File: config.mk
export PLATFORM = sky130hd
export DESIGN_NAME = hive_damage
export DESIGN_NICKNAME = d
export VERILOG_FILES = /design/src/rtl/hive_pkg.sv /design/src/rtl/hive_cell_walker.sv /design/src/rtl/hive_damage.sv
export SDC_FILE = /design/constraint.sdc
export NUM_CORES = 1
export LEC_CHECK = 0
export ABC_AREA = 1
export BUFFER_PORTS_ARGS = -buffer_cell sky130_fd_sc_hd__buf_2
export CAP_MARGIN = 20
export CELL_PAD_IN_SITES_DETAIL_PLACEMENT = 1
export CELL_PAD_IN_SITES_GLOBAL_PLACEMENT = 1
export CORE_ASPECT_RATIO = 0.5
export CORE_UTILIZATION = 42
export DETAILED_ROUTE_END_ITERATION = 10
export PLACE_DENSITY_LB_ADDON = 0.08
export SYNTH_ARGS = -nofsm -noshare
export SYNTH_HDL_FRONTEND = slang
export SYNTH_SLANG_ARGS = --single-unit
File: constraint.sdc
create_clock -name clk_pix -period 5.3 [get_ports clk_pix]
set_clock_uncertainty 0.05 [all_clocks]
set_input_delay 0.53 -clock clk_pix [delete_from_list [all_inputs] [get_ports clk_pix]]
set_output_delay 0.53 -clock clk_pix [all_outputs]
set_load 0.01 [all_outputs]
File: src/rtl/hive_pkg.sv
// Shared definitions for the hive erosion engine: hive geometry, RAM
// write-control encodings, the engine state type and a saturating counter helper.
package hive_pkg;

  localparam int HIVE_W  = 66;
  localparam int HIVE_H  = 39;
  localparam int HIVE_AW = 12;

  // Colour index that marks an empty (transparent) hive pixel
  localparam logic [7:0] BG_IDX = 8'h00;

  // RAM write-control encodings (ram_write port)
  localparam logic [1:0] HIVE_RD = 2'd0;
  localparam logic [1:0] HIVE_WR = 2'd1;

  // Engine states
  typedef enum logic [2:0] {
    IDLE,
    WAIT,
    RD,
    CHK,
    WR,
    NEXT,
    DONE
  } dmg_state_t;

  // Count up by one, sticking at the 6-bit maximum
  function automatic logic [5:0] sat_inc6(input logic [5:0] v);
    return (v == 6'd63) ? v : v + 6'd1;
  endfunction

endpackage

File: src/rtl/hive_cell_walker.sv
// Crater window walker: holds the signed window origin and the (cx, cy)
// scan position, and derives the current cell's RAM address plus a skip flag
// for cells that fall off the hive or are masked.
// Optional feature: HIVE_DAMAGE_RAGGED_EN masks the four window corners.
module hive_cell_walker
  import hive_pkg::*;
#(
  parameter int CRATER_W = 3,
  parameter int CRATER_H = 3
) (
  input  logic               clk_pix,
  input  logic               rst_n,
  input  logic               start,
  input  logic               advance,
  input  logic [6:0]         hit_x,
  input  logic [5:0]         hit_y,
  output logic [HIVE_AW-1:0] cell_addr,
  output logic               skip,
  output logic               last
);

  localparam logic signed [7:0] HALF_W  = 8'((CRATER_W - 1) / 2);
  localparam logic signed [6:0] HALF_H  = 7'((CRATER_H - 1) / 2);
  localparam logic [2:0]        CX_LAST = 3'(CRATER_W - 1);
  localparam logic [2:0]        CY_LAST = 3'(CRATER_H - 1);
  localparam logic signed [7:0] X_MAX   = 8'(HIVE_W - 1);
  localparam logic signed [6:0] Y_MAX   = 7'(HIVE_H - 1);

  // Origin can go negative near the left/top edge, hence signed.
  // x range -3..71 fits 8 signed bits, y range -3..44 fits 7 signed bits.
  logic signed [7:0]  org_x_reg;
  logic signed [6:0]  org_y_reg;
  logic [2:0]         cx_reg;
  logic [2:0]         cy_reg;

  logic signed [7:0]  cell_x;
  logic signed [6:0]  cell_y;
  logic               clip;
  logic               mask;
  logic [HIVE_AW-1:0] x_ext;
  logic [HIVE_AW-1:0] y_ext;

  // Latch the window origin on start, then step cx fastest and cy second
  always_ff @(posedge clk_pix or negedge rst_n) begin
    if (!rst_n) begin
      org_x_reg <= '0;
      org_y_reg <= '0;
      cx_reg    <= '0;
      cy_reg    <= '0;
    end else if (start) begin
      org_x_reg <= $signed({1'b0, hit_x}) - HALF_W;
      org_y_reg <= $signed({1'b0, hit_y}) - HALF_H;
      cx_reg    <= '0;
      cy_reg    <= '0;
    end else if (advance) begin
      if (cx_reg == CX_LAST) begin
        cx_reg <= '0;
        cy_reg <= cy_reg + 3'd1;
      end else begin
        cx_reg <= cx_reg + 3'd1;
      end
    end
  end

  // Current cell position in hive coordinates
  assign cell_x = org_x_reg + $signed({5'b0, cx_reg});
  assign cell_y = org_y_reg + $signed({4'b0, cy_reg});

  // Off-hive cells: negative (sign bit) or beyond the last column/row
  assign clip = cell_x[7] | (cell_x > X_MAX) | cell_y[6] | (cell_y > Y_MAX);

`ifdef HIVE_DAMAGE_RAGGED_EN
  // Knock out the four corners for a rounded crater outline
  assign mask = ((cx_reg == 3'd0) || (cx_reg == CX_LAST)) &&
                ((cy_reg == 3'd0) || (cy_reg == CY_LAST));
`else
  assign mask = 1'b0;
`endif

  assign skip = clip | mask;
  assign last = (cx_reg == CX_LAST) && (cy_reg == CY_LAST);

  // Row-major linear address; only meaningful when clip is low, where
  // y*66+x <= 2573 and fits the 12-bit address without truncation
  assign x_ext     = {5'b0, cell_x[6:0]};
  assign y_ext     = {6'b0, cell_y[5:0]};
  assign cell_addr = y_ext * 12'(HIVE_W) + x_ext;

endmodule

File: src/rtl/hive_damage.sv
// Bullet-impact erosion engine in front of the single-port hive RAM.
// Walks a crater window around the impact pixel during blanking, erases
// solid pixels to the background index and reports how many it erased.
// During active video the renderer's address passes straight to the RAM.
// Optional feature: HIVE_DAMAGE_RAGGED_EN (corner-masked crater, in walker).
module hive_damage
  import hive_pkg::*;
#(
  parameter int CRATER_W = 3,
  parameter int CRATER_H = 3
) (
  input  logic                clk_pix,
  input  logic                rst_n,
  input  logic                blank,
  input  logic [HIVE_AW-1:0]  disp_addr,
  input  logic                hit_req,
  input  logic [6:0]          hit_x,
  input  logic [5:0]          hit_y,
  output logic [HIVE_AW-1:0]  ram_addr,
  output logic [1:0]          ram_write,
  output logic [7:0]          ram_data,
  input  logic [7:0]          ram_dout,
  output logic                busy,
  output logic                done,
  output logic [5:0]          solid_cnt
);

  dmg_state_t         state_reg;
  logic               busy_reg;
  logic               done_reg;
  logic [5:0]         cnt_reg;
  logic [5:0]         solid_cnt_reg;

  logic               walk_start;
  logic               walk_advance;
  logic [HIVE_AW-1:0] cell_addr;
  logic               cell_skip;
  logic               cell_last;
  logic               eng_owns_ram;

  // A new crater is accepted only from IDLE; requests while busy are dropped
  assign walk_start   = (state_reg == IDLE) && hit_req;
  assign walk_advance = (state_reg == NEXT) && !cell_last;

  hive_cell_walker #(
    .CRATER_W (CRATER_W),
    .CRATER_H (CRATER_H)
  ) u_walker (
    .clk_pix   (clk_pix),
    .rst_n     (rst_n),
    .start     (walk_start),
    .advance   (walk_advance),
    .hit_x     (hit_x),
    .hit_y     (hit_y),
    .cell_addr (cell_addr),
    .skip      (cell_skip),
    .last      (cell_last)
  );

  // Crater sequencing: read each legal cell, erase it if solid, pulse done at the end.
  // Losing blank in any RAM-touching state parks in WAIT with the cell retained,
  // so the read is reissued on resume and a stale ram_dout is never trusted.
  always_ff @(posedge clk_pix or negedge rst_n) begin
    if (!rst_n) begin
      state_reg     <= IDLE;
      busy_reg      <= 1'b0;
      done_reg      <= 1'b0;
      cnt_reg       <= '0;
      solid_cnt_reg <= '0;
    end else begin
      unique case (state_reg)
        IDLE: begin
          done_reg <= 1'b0;
          if (hit_req) begin
            cnt_reg   <= '0;
            busy_reg  <= 1'b1;
            state_reg <= WAIT;
          end
        end
        WAIT: begin
          if (blank) state_reg <= RD;
        end
        RD: begin
          if (!blank)         state_reg <= WAIT;
          else if (cell_skip) state_reg <= NEXT;
          else                state_reg <= CHK;
        end
        CHK: begin
          if (!blank)                  state_reg <= WAIT;
          else if (ram_dout != BG_IDX) state_reg <= WR;
          else                         state_reg <= NEXT;
        end
        WR: begin
          if (!blank) begin
            state_reg <= WAIT;
          end else begin
            cnt_reg   <= sat_inc6(cnt_reg);
            state_reg <= NEXT;
          end
        end
        NEXT: begin
          if (cell_last) begin
            done_reg      <= 1'b1;
            busy_reg      <= 1'b0;
            solid_cnt_reg <= cnt_reg;
            state_reg     <= DONE;
          end else begin
            state_reg <= RD;
          end
        end
        DONE: begin
          done_reg  <= 1'b0;
          state_reg <= IDLE;
        end
        default: begin
          state_reg <= IDLE;
          busy_reg  <= 1'b0;
          done_reg  <= 1'b0;
        end
      endcase
    end
  end

  // RAM mux: engine drives the port only in a live access state during blanking
  always_comb begin
    eng_owns_ram = 1'b0;
    if (blank) begin
      eng_owns_ram = ((state_reg == RD) && !cell_skip) ||
                     (state_reg == CHK) || (state_reg == WR);
    end
    ram_addr  = eng_owns_ram ? cell_addr : disp_addr;
    ram_write = (eng_owns_ram && (state_reg == WR)) ? HIVE_WR : HIVE_RD;
  end

  assign ram_data  = BG_IDX;
  assign busy      = busy_reg;
  assign done      = done_reg;
  assign solid_cnt = solid_cnt_reg;

endmodule

==> flow_summary.yaml <==
clock_network:
  clk_pin_slew_ns: 0.06
  clkLatencyLatePin_ns: 0.28
  cts_tree: "done"
  cts-hold-fix-buffers: 0
  h-tree-depth: 2
  cts-root-buf: "clkbuf_16"
  max-clock-path-buffers: 2
  clkSinkCount: 38
  cts_setup_buffers: 0
  ctsResizeCount: 0
  numCtsBuffers: 5
grt:
  grt_max_degree: 39
  grt_pass1_wl_um: 14640
  grt_usage: 0.2378
  first_global_vias: 3203
  overflow: 0
  grt_antenna_before_repair: 0
synthesis:
  synthFlopType: "dfrtp_1"
  syn_inst: 448
  avgSynthCellArea_um2: 6.940
  ys_seq_area_frac: 0.3058
  synth_most_common_cell: "nand2_1"
  yosysWarnings: 0
  synth_top_cell_by_area: "dfrtp_1"
  synth_top_area_frac: 0.3058
  synth_area_um2: 3109
  synth_cell_types: 40
  ys_seq_elements: 38
  async_flop_share: 1.000
  synth_edf_count: 0
  synthTopCellsByCount: "130 x nand2_1, 57 x inv_1, 46 x nand3_1, 39 x nor2_1, 38 x dfrtp_1"
  synthTopCellsByArea: "dfrtp_1 31%, nand2_1 16%, ha_1 7.6%"
die:
  placementRows: 21
  fp.dieW_um: 123.7
  die_h_um: 62.84
  ios: 67
  initial_core_util: 0.4499
  fp.dieArea_um2: 7772
  core_um2: 6910
job:
  cap_violations: 0
worst_setup_path:
  crit_buf_inv: 2
  crit_family: "adder cells"
  critical_path.max_fanout: 5
  worst_path_max_delay_cell: "dfrtp_1"
  crit_chain: "ha_1, nand2_1, nand3_2, nand2_1, o21ai_1, nand2_1, inv_1, ha_1, ha_1, ha_1, ha_1, xnor2_1, nand2_1, nor2_1, nand3_1, nand3_1, nand3_1, nand2_1, buf_2"
  max_stage_delay_ns: 0.41
  crit_type: "reg -> out"
  cp.arrival_ns: 3.39
  critPathLaunchType: "flop"
  critPathCaptureType: "output pin"
  worstPathRequired_ns: 4.72
sta:
  setup_viol: 0
  max_freq_ghz: 0.2521
  period_share: 0.7483
  rsz0062_at_grt: "false"
  finalCriticalPeriod_ns: 3.966
  slew_viol_final: 0
  hold_viol_final: 0
  fin_tns_setup_ns: 0
  tightestPinTransition_ns: 0.8621
  slew_headroom: 0.4253
finish:
  nets: 563
  syn_to_final_growth_pct: 15.17
  multi_input_area_um2: 1857
  register_area_um2: 950.9
  nFillCells: 949
  drive_above_1_share: 0.1584
  largest_register_ffs: 8
  diodes: 0
power_and_ir_drop:
  ir_drop_v: 0.0001944
  netSwitchingPower_w: 0.001016
  combPwrFrac: 0.619
  power_density_nw_per_um2: 566.8
  p_seq_frac: 0.231
  switching_share: 0.5004
  internal-power_w: 0.001014
  power_w: 0.002030
  clkPwrFrac: 0.150
  total_leakage_power_nw: 1.955
hold_path:
  hold_path_class: "in -> async"
routing:
  routed-via-count: 3032
  ant_nets: 0
  wire_per_inst_um: 13.82
  drt_first_pass_iters: 4
  drt_iter0_drc: 136
  drc: 0
  avgViaCountPerCell: 5.079
  drt-total-wl_um: 8253
placed_design:
  gp_congestion: 0.8448
  dp_hpwl_um: 6547
  port_buffers: 57
status:
  status: "finished, final reports clean"
[layout by cell type (no fill, tap or decap), types with 3 or more instances in the layout]
cell	instances
a21oi_1	10
buf_2	57
clkbuf_16	5
conb_1	9
dfrtp_1	38
fa_1	3
ha_1	19
inv_1	57
nand2_1	130
nand2_2	3
nand3_1	46
nand3_2	5
nand3b_1	4
nand4_1	5
nor2_1	39
nor3_1	7
nor4_1	3
o21ai_0	25
xnor2_1	11
xor2_1	5
[layer usage]
layer,vias up,wire length (um),global-route usage
met5,-,0,0
met2,65,3859,0.4201
met4,0,110,0.04518
met1,1424,3914,0.3032
li1,1534,-,-
met3,9,369,0.04106
[path summary, 6_finish.rpt]
path	end	slack [ns]	depth (start not counted)	startpoint
worst max-delay path	ram_addr[11]	1.33	19	u_walker.cy_reg[2]$_DFFE_PN0P_
worst min-delay path	solid_cnt[5]$_DFFE_PN0P_	0.30	1	rst_n
worst max register to register	state_reg[1]$_DFFE_PN0P_	2.63	10	u_walker.cy_reg[0]$_DFFE_PN0P_
worst min register to register	busy$_DFFE_PN0P_	0.42	2	busy$_DFFE_PN0P_
max in group asynchronous	u_walker.org_x_reg[0]$_DFFE_PN0P_	4.35	1	rst_n
min in group clk_pix	u_walker.org_x_reg[0]$_DFFE_PN0P_	0.40	2	hit_x[0]
[logic make-up after synthesis]
kind of cell / Yosys count / synth area share
buffers and inverters: 75 / 0.1066
AO/OA/AOI/OAI: 48 / 0.08814
XOR/XNOR: 18 / 0.05553
adder cells (fa/ha/maj): 22 / 0.09578
AND/OR/NAND/NOR: 246 / 0.3469
other: 1 / 0.001206
flip-flops: 38 / 0.3058
[stage by stage]
stage          setup WS [ns]  utilization  hold slack, ns  cells  area, um2
4_1_cts                1.345       0.5182          0.3424    597       3581
2_1_floorplan          2.052            -          0.1844    456       3139
5_1_grt               0.9986       0.5182          0.3883    597       3581
3_3_place_gp           1.809       0.4968          0.4014    589       3433
3_5_place_dp           1.642       0.4968          0.4067    589       3433
6_report               1.334       0.5182          0.3035    597       3581
[area by class of cell]
| class | count | area share |
|---|---|---|
| well taps | 92 | 0.03215 |
| clock inverters | 1 | 0.001398 |
| clock buffers | 7 | 0.03983 |
| repair buffers | 58 | 0.08176 |
| multi-input cells | 343 | 0.5185 |
| flip-flops and latches | 38 | 0.2655 |
| inverters | 58 | 0.06080 |
[power by group through the flow]
stage	clock network, W	logic [W]	registers (W)
finish	0.000304	0.00126	0.000468
global route	0.000315	0.00147	0.000483
CTS	0.000306	0.00128	0.000468
detailed placement	0	0.00126	0.000471
global placement	0	0.00124	0.000467
floorplan	0	0.000948	0.000448
[worst reg2reg max path: stages (launching register included)]
cell and delay, ns:
dfrtp_1 0.40, ha_1 0.25, fa_1 0.51, xor2_2 0.33
nand3_1 0.12, nand2_1 0.08, nor2_1 0.05, nor2_1 0.27
nor2_2 0.08, nand3_2 0.29, a21oi_1 0.12
Note: power is estimated with default switching activity, not from simulation.
